`src/rtl/pipelined_segmented_adder.sv`:
```
// Pipelined adder/subtractor: one SEG_WIDTH-bit carry segment is resolved per stage,
// with operands and partial sums skewed forward alongside a shared valid/ready handshake.
module pipelined_segmented_adder #(
    parameter int WIDTH     = 80,
    parameter int SEG_WIDTH = 20
) (
    input  logic             clk,
    input  logic             reset,
    input  logic             in_valid,
    output logic             in_ready,
    input  logic [WIDTH-1:0] a,
    input  logic [WIDTH-1:0] b,
    input  logic             sub,
    input  logic             cin,
    output logic             out_valid,
    input  logic             out_ready,
    output logic [WIDTH-1:0] result,
    output logic             cout,
    output logic             ovf
);

    localparam int NUM_SEG = (WIDTH + SEG_WIDTH - 1) / SEG_WIDTH;
    // One spare bit above the padded segments so the carry out of bit WIDTH-1
    // always lands in a real register bit, divisible width or not.
    localparam int PW      = NUM_SEG * SEG_WIDTH + 1;

    logic [PW-1:0]      opa_d [0:NUM_SEG];
    logic [PW-1:0]      opa_q [0:NUM_SEG];
    logic [PW-1:0]      opb_d [0:NUM_SEG];
    logic [PW-1:0]      opb_q [0:NUM_SEG];
    logic [PW-1:0]      sum_d [0:NUM_SEG];
    logic [PW-1:0]      sum_q [0:NUM_SEG];
    logic [NUM_SEG:0]   carry_d, carry_q;
    logic [NUM_SEG:0]   vld_d, vld_q;
    logic [WIDTH-1:0]   b_eff;
    logic [SEG_WIDTH:0] seg;
    logic               adv;

    always_comb begin
        adv   = out_ready | ~vld_q[NUM_SEG];
        seg   = '0;
        b_eff = sub ? ~b : b;

        // stage 0: capture operands with B and carry-in already conditioned for subtract
        vld_d[0]   = in_valid;
        opa_d[0]   = {{(PW-WIDTH){1'b0}}, a};
        opb_d[0]   = {{(PW-WIDTH){1'b0}}, b_eff};
        carry_d[0] = sub | cin;
        sum_d[0]   = '0;

        // stage k: resolve segment k-1 with the carry registered by stage k-1
        for (int k = 1; k <= NUM_SEG; k++) begin
            seg = {1'b0, opa_q[k-1][(k-1)*SEG_WIDTH +: SEG_WIDTH]}
                + {1'b0, opb_q[k-1][(k-1)*SEG_WIDTH +: SEG_WIDTH]}
                + (SEG_WIDTH+1)'(carry_q[k-1]);
            vld_d[k]   = vld_q[k-1];
            opa_d[k]   = opa_q[k-1];
            opb_d[k]   = opb_q[k-1];
            sum_d[k]   = sum_q[k-1];
            sum_d[k][(k-1)*SEG_WIDTH +: SEG_WIDTH] = seg[SEG_WIDTH-1:0];
            carry_d[k] = seg[SEG_WIDTH];
        end
    end

    always_ff @(posedge clk) begin
        if (reset) begin
            vld_q <= '0;
        end else if (adv) begin
            vld_q <= vld_d;
        end
        if (adv) begin
            opa_q   <= opa_d;
            opb_q   <= opb_d;
            sum_q   <= sum_d;
            carry_q <= carry_d;
        end
    end

    // Outputs are forced to zero while invalid so the data path needs no reset.
    always_comb begin
        in_ready  = adv;
        out_valid = vld_q[NUM_SEG];
        result    = '0;
        cout      = 1'b0;
        ovf       = 1'b0;
        if (out_valid) begin
            result = sum_q[NUM_SEG][WIDTH-1:0];
            cout   = carry_q[NUM_SEG] | sum_q[NUM_SEG][WIDTH];
            ovf    = (opa_q[NUM_SEG][WIDTH-1] == opb_q[NUM_SEG][WIDTH-1])
                   && (sum_q[NUM_SEG][WIDTH-1] != opa_q[NUM_SEG][WIDTH-1]);
        end
    end

endmodule

```
`config.mk`:
```
export PLATFORM = sky130hd
export DESIGN_NAME = pipelined_segmented_adder
export DESIGN_NICKNAME = d
export VERILOG_FILES = /design/src/rtl/pipelined_segmented_adder.sv
export SDC_FILE = /design/constraint.sdc
export NUM_CORES = 1
export LEC_CHECK = 0
export CORE_UTILIZATION = 55
export DETAILED_ROUTE_END_ITERATION = 8
export PLACE_DENSITY = 0.81
export SYNTH_ARGS = -nofsm -noshare
export SYNTH_HDL_FRONTEND = slang
export SYNTH_SLANG_ARGS = --single-unit
export TNS_END_PERCENT = 5
```
`constraint.sdc`:
```
create_clock -name clk -period 25.8 [get_ports clk]
set_input_delay 2.58 -clock clk [delete_from_list [all_inputs] [get_ports clk]]
set_output_delay 2.58 -clock clk [all_outputs]
set_load 0.01 [all_outputs]
```
======== Word level (Yosys, flattened, before mapping) ========
Cells that the tools add are included.
word-level totals
  bits of input ports ..................... 166
  flip-flop bits (word level) ............. 1010
cells by class
  equal/unequal tests ..................... 2
  reduce and logical (&&, ||, !) cells .... 1
  multiplexer cells ....................... 4
  add/subtract/negate cells ............... 8
  bitwise logic cells ..................... 4
operators by type and width
  cell                     count
  2-to-1 mux 80 bit        2
  adder 20 x 20 -> 21 bit  4
  adder 21 x 1 -> 21 bit   4
  inverter 80 bit          1
  2-to-1 mux 1 bit         2
  OR 1 bit                 2
  equality test 1 bit      1
  logical AND 1 bit        1
  != test 1 bit            1
  inverter 1 bit           1

======== Logic depth before layout (Yosys ltp) ========
Gate-level depths: netlist (run 1).
  word-level depth ........................ 3
  mapped depth ............................ 9
  mapped depth without buffers ............ 9

======== Worst setup path before layout (run 1) ========
OpenSTA, ideal clock, no wires.
  kind .................................... in2out
  start ................................... input port out_ready
  end ..................................... output port in_ready
  stages .................................. 2
  data required time ...................... 23.220 ns
  arrival time ............................ 14.474 ns
  setup slack ............................. 8.746 ns
  path through ............................ nor2b_1 > inv_1
between the ends
  cells in the longest elaborated chain, start to end .. 1
ends and longest elaborated chain
  item                line  RTL
  start: declaration  16    input logic out_ready,
  OR 1 bit            40    adv = out_ready | ~vld_q[NUM_SEG];
  end: declaration    10    output logic in_ready,
No other way between the ends.

======== Final worst setup path (run 1) ========
Ends and elaborated chain as after synthesis.

==> results of run 1 <==
state kept, by name, indices dropped and copies added (netlist names):
signal   cells
opa_d      200
opb_d      200
sum_d      120
sum_q       80
carry_q      5
vld_q        5
opa_q        1
opb_q        1
cells in the mapped netlist, drive strengths merged (4+ instances only):
master,number
edfxtp,607
xor2,98
and2,83
ha,76
a21oi,59
xnor2,48
nand2,42
o21ai,39
a21o,34
nor2,27
inv,20
o21bai,16
clkbuf,13
nor3,10
o21a,9
buf,8
fa,8
nand3,7
nor2b,7
a2111oi,6
nand2b,6
nand4,6
a221oi,5
a31oi,5
dfxtp,5
o211ai,5
nor4,4
kinds of logic after synthesis:
logic type	after synthesis
XOR/XNOR	146
adder cells (fa/ha/maj)	84
buffers and inverters	41
AO/OA/AOI/OAI	202
multiplexers	2
AND/OR/NAND/NOR	205
flip-flops	612
power groups by stage:
stage | sequential, mW | combinational [mW] | clock, mW
3_3_place_gp | 1.36 | 0.201 | 0
6_report | 1.35 | 0.216 | 0.863
5_1_grt | 1.36 | 0.237 | 0.925
2_1_floorplan | 1.35 | 0.143 | 0
4_1_cts | 1.35 | 0.215 | 0.886
3_5_place_dp | 1.37 | 0.213 | 0
per-layer routing:
layer / track usage / routed length, microns / up-vias
met5: 0 / 28 / -
met4: 0.0825 / 1240 / 4
met3: 0.0449 / 2580 / 87
met2: 0.302 / 19300 / 374
met1: 0.212 / 14900 / 5583
li1: - / - / 5532
area by class of cell:
| class | instances | area, sq um |
|---|---|---|
| sequential | 612 | 18300 |
| tap | 539 | 674 |
| antenna | 3 | 7.51 |
| clock buffer | 69 | 1560 |
| fill | 2653 | 13400 |
| clock inverter | 41 | 427 |
| inverter | 20 | 82.6 |
| timing repair buffer | 257 | 2550 |
| multi-input combinational | 639 | 4830 |
critical path, delay by kind of cell:
family        cells  cell delay, ns
buf+inv           3            1.39
simple gates      1            0.53
worst min path at each step:
stage	from	to	slack, ns	cells past startpoint
final	sum_d[104]$_DFFE_PP_	sum_d[23]$_DFFE_PP_	0.41	0
after global placement	opa_d[145]$_DFFE_PP_	opa_d[64]$_DFFE_PP_	0.40	0
after CTS	opb_d[149]$_DFFE_PP_	opb_d[68]$_DFFE_PP_	0.41	0
after floorplan	opa_d[202]$_DFFE_PP_	opa_d[121]$_DFFE_PP_	0.40	0
after global routing	sum_d[104]$_DFFE_PP_	sum_d[23]$_DFFE_PP_	0.42	0
after detailed placement	opa_d[203]$_DFFE_PP_	opa_d[122]$_DFFE_PP_	0.40	0
stage by stage:
stage / instance area (sq um) / total power [mW]
4_1_cts: 28500 / 2.45
6_report: 28500 / 2.43
5_1_grt: 28500 / 2.53
2_1_floorplan: 23300 / 1.49
3_3_place_gp: 26500 / 1.56
3_5_place_dp: 26500 / 1.58
==> out/summary.txt, run 1 <==
Status: completed
Reg2Reg Depth: 5
Synthesized Nets: 1542
Setup Fix Bufs, Post-CTS: 0
Compound-gate portion of the synthesized area: 0.0564
DRT iter0 DRCs: 813
Post-synth top area share: 0.782
Top cells by area, synth: edfxtp_1, ha_1, xor2_1
Synth Area in Simple Gates: 0.0475
Die area: 43200 sq um
CTS tree: yes
Pleak: 10.7 nW
Tmin final: 7.17 ns
Drt first pass iters: 5
Clock tree buffer depth: 3
Yosys warnings: 0
Net Sw Frac: 0.211
Average wire per standard cell: 17.5 microns
Core ar.: 41900 sq um
GRT Overall Usage: 0.177
Routability Congestion: 0.834
Crit path kind: input port to output pin
Unrepaired setup endpoints after global routing: false
Initial antenna violation count: 5
Final setup skew: 0.0196 ns
First-pass GRT wire length: 58.9 mm
CTS root buf: clkbuf_16
Worst slew pin tran: 1.09 ns
Starting Density: 0.557
CP Launch Type: input port
Final Hold Vio Count: 0
Hold WS: 0.412 ns
CP most frequent cell: clkdlybuf4s50_1
Post-Synth XOR/XNOR Area: 0.0548
Overflow after GRT: 0
Async S/R FF share, synth: 0
Adder-cell share of the synthesized area: 0.0477
Reg2reg end: opa_d[288]$_DFFE_PP_
Commonest non-fill, non-tap cell in the layout: edfxtp_1
Commonest non-fill, non-tap cells in the layout: edfxtp_1, clkdlybuf4s50_1, xor2_1
Setup ws final: 18.63 ns
Worst-path fanout max: 104
Fmax: 139 MHz
HP Class: register to register
Crit path capture: in_ready
CTS clk-pin slew, worst paths: 0.06 ns
# port buffers: 249
Setup TNS: 0 ns
Worst vdd ir: 0.0594 mV
Layout cells sized above 1: 0.0684
Seq/Total Area, Yosys: 0.786
Comb power frac: 0.089
Post-synthesis mux area share: 0.000859
P_int: 1.92 mW
Main combinational cell family by area after synthesis: compound AO/OA/AOI/OAI gates
Crit path from: out_ready
Rows: 75
TritonCTS buffer count: 59
Clock share of power: 0.355
Fin. max-slew vios: 0
Fin cells: 2180
Net switching power: 513 uW
Antenna viol nets, final: 0
Vias per cell: 5.31
CTS Sinks: 612
Yosys cell types: 51
R2R Path Start: vld_q[4]$_SDFFE_PP0P_
DRC viols: 0
Final wirelength: 38.1 mm
Max Cap Viol: 0
Setup WS pre-CTS: 18.68 ns
Avg Synthesized Cell Area: 18.0 sq um
Final period utilization: 0.278
Worst setup EP type: output pin
Vias: 11600
Die span in y: 208 microns
Flop pwr share: 0.556
Ports: 250
Slowest cell delay on critical path: 0.60 ns
Worst slew margin: 0.273
Synthesized flop and latch total: 612
Crit path cell chain: clkdlybuf4s50_1 > nor2b_1 > inv_8 > clkdlybuf4s50_1
Slowest-stage cell, CP: clkdlybuf4s50_1
Vias in the first global route: 11600
Post-Synthesis Cell Area: 23300 sq um
CTS Hold Bufs: 0
Largest net degree at the start of global routing: 105
Synth Flop Type: edfxtp_1
Final core utilization: 0.680
Synth Instances: 1292
Worst reg-to-reg setup slack: 21.53 ns
Post-cts resize count: 0
Clock Latency Late Sink: 0.60 ns
Cell taking the most area after synthesis: edfxtp_1
Number of flops mapped to enable cells by yosys: 607
Die Wd: 208 microns
Critical Path RT: 23.22 ns
DPL Wire Length: 24.9 mm
Synth-to-Final Area Change: 22.1%
PD cells: 85.4 nW/um^2
H-tree Lvls: 2
CP arrival: 4.59 ns
Placed Cells: 2067
Endpoints failing setup: 0
Nets: 1839
No activity file was read; power rests on OpenSTA's default activity.
==> run 2, diff against run 1 <==
==> constraint.sdc (replaced) <==
create_clock -name clk -period 7.5 [get_ports clk]
set_input_delay 0.75 -clock clk [delete_from_list [all_inputs] [get_ports clk]]
set_output_delay 0.75 -clock clk [all_outputs]
set_load 0.01 [all_outputs]
==> run 2 against run 1 <==
Against the previous run:
- clock power grew to 3.3 times the previous value
- critical endpoint unchanged
- largest power group unchanged
- flip-flop and latch count unchanged
- sequential power increased to 3.4 times the previous value
- setup slack got worse by 15 ns
- largest cell class unchanged
- die area unchanged
- combinational power grew to 3.5 times the previous value
- wire length fell by 0.41%
- global-route usage is 0.096 points lower
- register-to-register slack worse by 17 ns
- hold slack got worse by 0.0011 ns
- cell count fell by 0.37%
- sequential share of layout area is 0.27 points higher
==> out/summary.txt, run 2 (same netlist as run 1, synthesis figures left out) <==
Post-cts resize count: 0
Endpoints failing setup: 0
Vias per cell: 5.31
Setup WS pre-CTS: 3.51 ns
Nets: 1835
Worst vdd ir: 0.268 mV
Setup Fix Bufs, Post-CTS: 0
Placed Cells: 2064
Commonest non-fill, non-tap cell in the layout: edfxtp_1
Setup ws final: 3.84 ns
Die span in y: 208 microns
Setup TNS: 0 ns
DRC viols: 0
Synth-to-Final Area Change: 21.6%
Critical Path RT: 6.75 ns
Commonest non-fill, non-tap cells in the layout: edfxtp_1, clkdlybuf4s50_1, xor2_1
H-tree Lvls: 2
Rows: 75
Vias in the first global route: 11500
Initial antenna violation count: 9
Final setup skew: 0.0298 ns
Fin cells: 2172
Clock tree buffer depth: 3
Final core utilization: 0.677
Layout cells sized above 1: 0.0595
First-pass GRT wire length: 58.7 mm
Worst-path fanout max: 34
Starting Density: 0.557
GRT Overall Usage: 0.176
Worst slew margin: 0.305
Routability Congestion: 0.841
Largest net degree at the start of global routing: 201
Die area: 43200 sq um
CTS tree: yes
CP arrival: 2.91 ns
CP Launch Type: input port
CTS Hold Bufs: 0
Core ar.: 41900 sq um
Unrepaired setup endpoints after global routing: false
CTS clk-pin slew, worst paths: 0.06 ns
Crit path cell chain: clkdlybuf4s50_1 > nor2b_4 > clkinvlp_4 > clkdlybuf4s50_1
Worst slew pin tran: 1.04 ns
Fmax: 273 MHz
Average wire per standard cell: 17.5 microns
DRT iter0 DRCs: 821
Ports: 250
Die Wd: 208 microns
Clock Latency Late Sink: 0.60 ns
Overflow after GRT: 0
Vias: 11500
PD cells: 288 nW/um^2
Crit path kind: input port to output pin
Final wirelength: 37.9 mm
Slowest cell delay on critical path: 0.86 ns
Final Hold Vio Count: 0
# port buffers: 249
Pleak: 10.7 nW
TritonCTS buffer count: 58
Antenna viol nets, final: 0
Final period utilization: 0.488
CP most frequent cell: clkdlybuf4s50_1
Worst setup EP type: output pin
HP Class: register to register
Tmin final: 3.66 ns
Status: completed
CTS root buf: clkbuf_16
Drt first pass iters: 7
Slowest-stage cell, CP: clkdlybuf4s50_1
Fillers: 2693
Fin. max-slew vios: 0
Max Cap Viol: 0
DPL Wire Length: 24.6 mm
CTS Sinks: 612
Worst reg-to-reg setup slack: 4.19 ns
[run 2: final timing paths]
| kind | from | endpoint | depth (start not counted) |
|---|---|---|---|
| hold / removal | opa_d[159]$_DFFE_PP_ | opa_d[78]$_DFFE_PP_ | 0 |
| setup / recovery | out_ready | in_ready | 4 |
| hold reg to reg | opa_d[159]$_DFFE_PP_ | opa_d[78]$_DFFE_PP_ | 0 |
| setup reg to reg | opa_d[182]$_DFFE_PP_ | sum_d[119]$_DFFE_PP_ | 9 |
[run 2: cell type report]
| type | instances | area [sq um] | share of cell area |
|---|---|---|---|
| well taps | 539 | 674 | 0.0238 |
| repair buffers | 254 | 2560 | 0.0905 |
| diodes | 2 | 5.00 | 0.000177 |
| multi-input cells | 639 | 4840 | 0.171 |
| inverters | 20 | 78.8 | 0.00278 |
| flip-flops and latches | 612 | 18300 | 0.647 |
| clock inverters | 35 | 327 | 0.0115 |
| clock buffers | 71 | 1520 | 0.0537 |
[run 2: power breakdown]
part           switching (mW)  leakage, nW  internal [mW]  total, mW
combinational           0.391         3.30          0.355      0.746
sequential              0.147         6.46           4.47       4.62
clock                    1.16        0.893           1.64       2.81
[run 2: through the flow]
step,power (mW),hold WS [ns],area [sq um]
2_1_floorplan,5.13,0.400,23300
3_3_place_gp,5.35,0.400,26500
3_5_place_dp,5.43,0.405,26500
4_1_cts,8.24,0.414,28300
5_1_grt,8.50,0.417,28300
6_report,8.17,0.411,28300
[run 2: metal layers]
layer / global-route usage / vias up / wire (microns)
met1: 0.207 / 5538 / 14600
met5: 0 / - / 99
met3: 0.0530 / 87 / 2750
met2: 0.308 / 378 / 19600
met4: 0.0590 / 14 / 889
li1: - / 5512 / -
[run 2: critical path, delay by kind of cell]
family	cells	cell delay [ns]
and+or+nand+nor	1	0.21
buffers and inverters	3	1.93
==> run 3, diff against run 2 <==
--- a/config.mk
+++ b/config.mk
@@ -5,9 +5,9 @@
 export SDC_FILE = /design/constraint.sdc
 export NUM_CORES = 1
 export LEC_CHECK = 0
-export CORE_UTILIZATION = 55
+export CORE_UTILIZATION = 51
 export DETAILED_ROUTE_END_ITERATION = 8
-export PLACE_DENSITY = 0.81
+export PLACE_DENSITY = 0.79
 export SYNTH_ARGS = -nofsm -noshare
 export SYNTH_HDL_FRONTEND = slang
 export SYNTH_SLANG_ARGS = --single-unit
==> constraint.sdc (replaced) <==
create_clock -name clk -period 3.2 [get_ports clk]
set_input_delay 0.32 -clock clk [delete_from_list [all_inputs] [get_ports clk]]
set_output_delay 0.32 -clock clk [all_outputs]
set_load 0.01 [all_outputs]
==> run 3 against run 2 <==
Against the previous run:
- cell area rose by 1.0%
- register-to-register slack worse by 4.1 ns
- clock-buffer cell count shrank 2
- via count grew 1.8%
- non-clock buffer count increased by 14
- sequential power increased by 130%
- critical path depth rose by 5
- clock power is 140% higher
- sequential share of layout area fell by 0.65 points
- largest power group unchanged
==> out/summary.txt, run 3 (same netlist as run 1, synthesis figures left out) <==
PD cells: 673 nW/um^2
Final Hold Vio Count: 0
CP Launch Type: register
Final core utilization: 0.642
Max Cap Viol: 0
Worst slew pin tran: 0.821 ns
R2R Path Start: opa_d[243]$_DFFE_PP_
DRC viols: 0
Hold Crit Depth: 1
Antenna viol nets, final: 0
Worst setup EP type: register
Worst slew margin: 0.453
Fin. max-slew vios: 0
Multi-input logic area: 4860 sq um
Overflow after GRT: 0
Fmax: 325 MHz
Worst-path fanout max: 3
Met2 routed WL: 19.6 mm
Setup TNS: 0 ns
Commonest non-fill, non-tap cells in the layout: edfxtp_1, clkdlybuf4s50_1, xor2_1
Vias per cell: 5.23
Hold EP: opa_d[261]$_DFFE_PP_
Endpoints failing setup: 0
Rows: 77
H-tree Lvls: 2
Tmin final: 3.08 ns
CTS root buf: clkbuf_16
Final setup skew: 0.0135 ns
CP arrival: 3.39 ns
Starting Density: 0.523
Placed Cells: 2131
Commonest non-fill, non-tap cell in the layout: edfxtp_1
CTS Sinks: 612
Fin cells: 2245
Clock tree buffer depth: 3
GRT Overall Usage: 0.169
Status: completed
Synth-to-Final Area Change: 22.8%
Vias: 11700
Metal3 WL: 2.93 mm
First-pass GRT wire length: 60.3 mm
Drt first pass iters: 5
Reg2reg end: carry_q[1]$_DFFE_PP_
FF/Latch Area: 18300 sq um
Vias in the first global route: 11600
Worst reg-to-reg setup slack: 0.12 ns
Final wirelength: 39.3 mm
DPL Wire Length: 26.4 mm
Die area: 46600 sq um
Ports: 250
Largest net degree at the start of global routing: 121
Unrepaired setup endpoints after global routing: false
Reg2Reg Depth: 9
CTS Hold Bufs: 0
Routability Congestion: 0.913
Final period utilization: 0.962
Worst vdd ir: 0.433 mV
Initial antenna violation count: 10
Die Wd: 216 microns
TritonCTS buffer count: 60
Critical Path RT: 3.51 ns
Setup Fix Bufs, Post-CTS: 0
Clock Latency Late Sink: 0.60 ns
Layout cells sized above 1: 0.0697
Average wire per standard cell: 17.5 microns
CTS tree: yes
HP Class: input port to register
Fillers: 3016
# port buffers: 249
Pleak: 10.8 nW
Nets: 1851
Crit path kind: register to register
DRT iter0 DRCs: 797
WL met1: 15.4 mm
Uppermost layer routed: met5
Core ar.: 44600 sq um
Die span in y: 216 microns
HP Start: a[18]
CTS clk-pin slew, worst paths: 0.06 ns
## run 3: layer usage
| metal | up-vias | track usage |
|---|---|---|
| li1 | 5578 | - |
| met1 | 5654 | 0.202 |
| met2 | 392 | 0.287 |
| met3 | 100 | 0.0507 |
| met4 | 16 | 0.0626 |
| met5 | - | 0 |
## run 3: worst max-delay path by stage
stage                                from              endpoint  slack (ns)  cells past startpoint
finish               opa_d[243]$_DFFE_PP_  carry_q[1]$_DFFE_PP_        0.12                      9
global route         opa_d[121]$_DFFE_PP_   sum_d[56]$_DFFE_PP_        0.01                      9
CTS                  opa_d[182]$_DFFE_PP_  sum_d[119]$_DFFE_PP_        0.01                      9
detailed placement   opa_d[182]$_DFFE_PP_  sum_d[119]$_DFFE_PP_        0.04                      9
global placement     opa_d[121]$_DFFE_PP_  carry_q[3]$_DFFE_PP_        0.08                      9
floorplan           vld_q[4]$_SDFFE_PP0P_  carry_q[0]$_DFFE_PP_       -6.97                      2
## run 3: layout make-up
cell class / instances / area share
antenna: 4 / 0.000350
clock buffer: 69 / 0.0551
clock inverter: 41 / 0.0110
inverter: 20 / 0.00275
multi-input combinational: 639 / 0.170
sequential: 612 / 0.640
tap: 592 / 0.0259
timing repair buffer: 268 / 0.0950
## run 3: worst max-delay path: stages (launching register included)
cell      delay [ns]
edfxtp_1        0.40
fa_1            0.50
fa_1            0.43
a21o_1          0.18
a21oi_1         0.20
o31a_1          0.22
a31o_2          0.23
nor2_1          0.08
a41oi_1         0.33
o21ai_0         0.22
## run 3: repair_timing
action / in CTS / in global routing
resized for setup: 0 / 4
hold endpoints to repair: 0 / 0
endpoints found under the setup margin: 0 / 3
## run 3: power by group
| part | total (mW) | internal [mW] | switching, mW |
|---|---|---|---|
| clock | 6.65 | 3.84 | 2.82 |
| combinational | 1.76 | 0.851 | 0.911 |
| sequential | 10.8 | 10.5 | 0.363 |
| total | 19.3 | 15.2 | 4.09 |
## run 3: per-stage QoR
| step | setup WS [ns] | instance area (sq um) | hold slack [ns] | total power [mW] |
|---|---|---|---|---|
| floorplan | -6.97 | 23300 | 0.385 | 12.0 |
| global placement | 0.0831 | 26700 | 0.401 | 12.6 |
| detailed placement | 0.0388 | 26700 | 0.405 | 12.8 |
| CTS | 0.0141 | 28600 | 0.225 | 19.4 |
| global route | 0.0132 | 28600 | 0.238 | 20.0 |
| finish | 0.122 | 28600 | 0.269 | 19.3 |
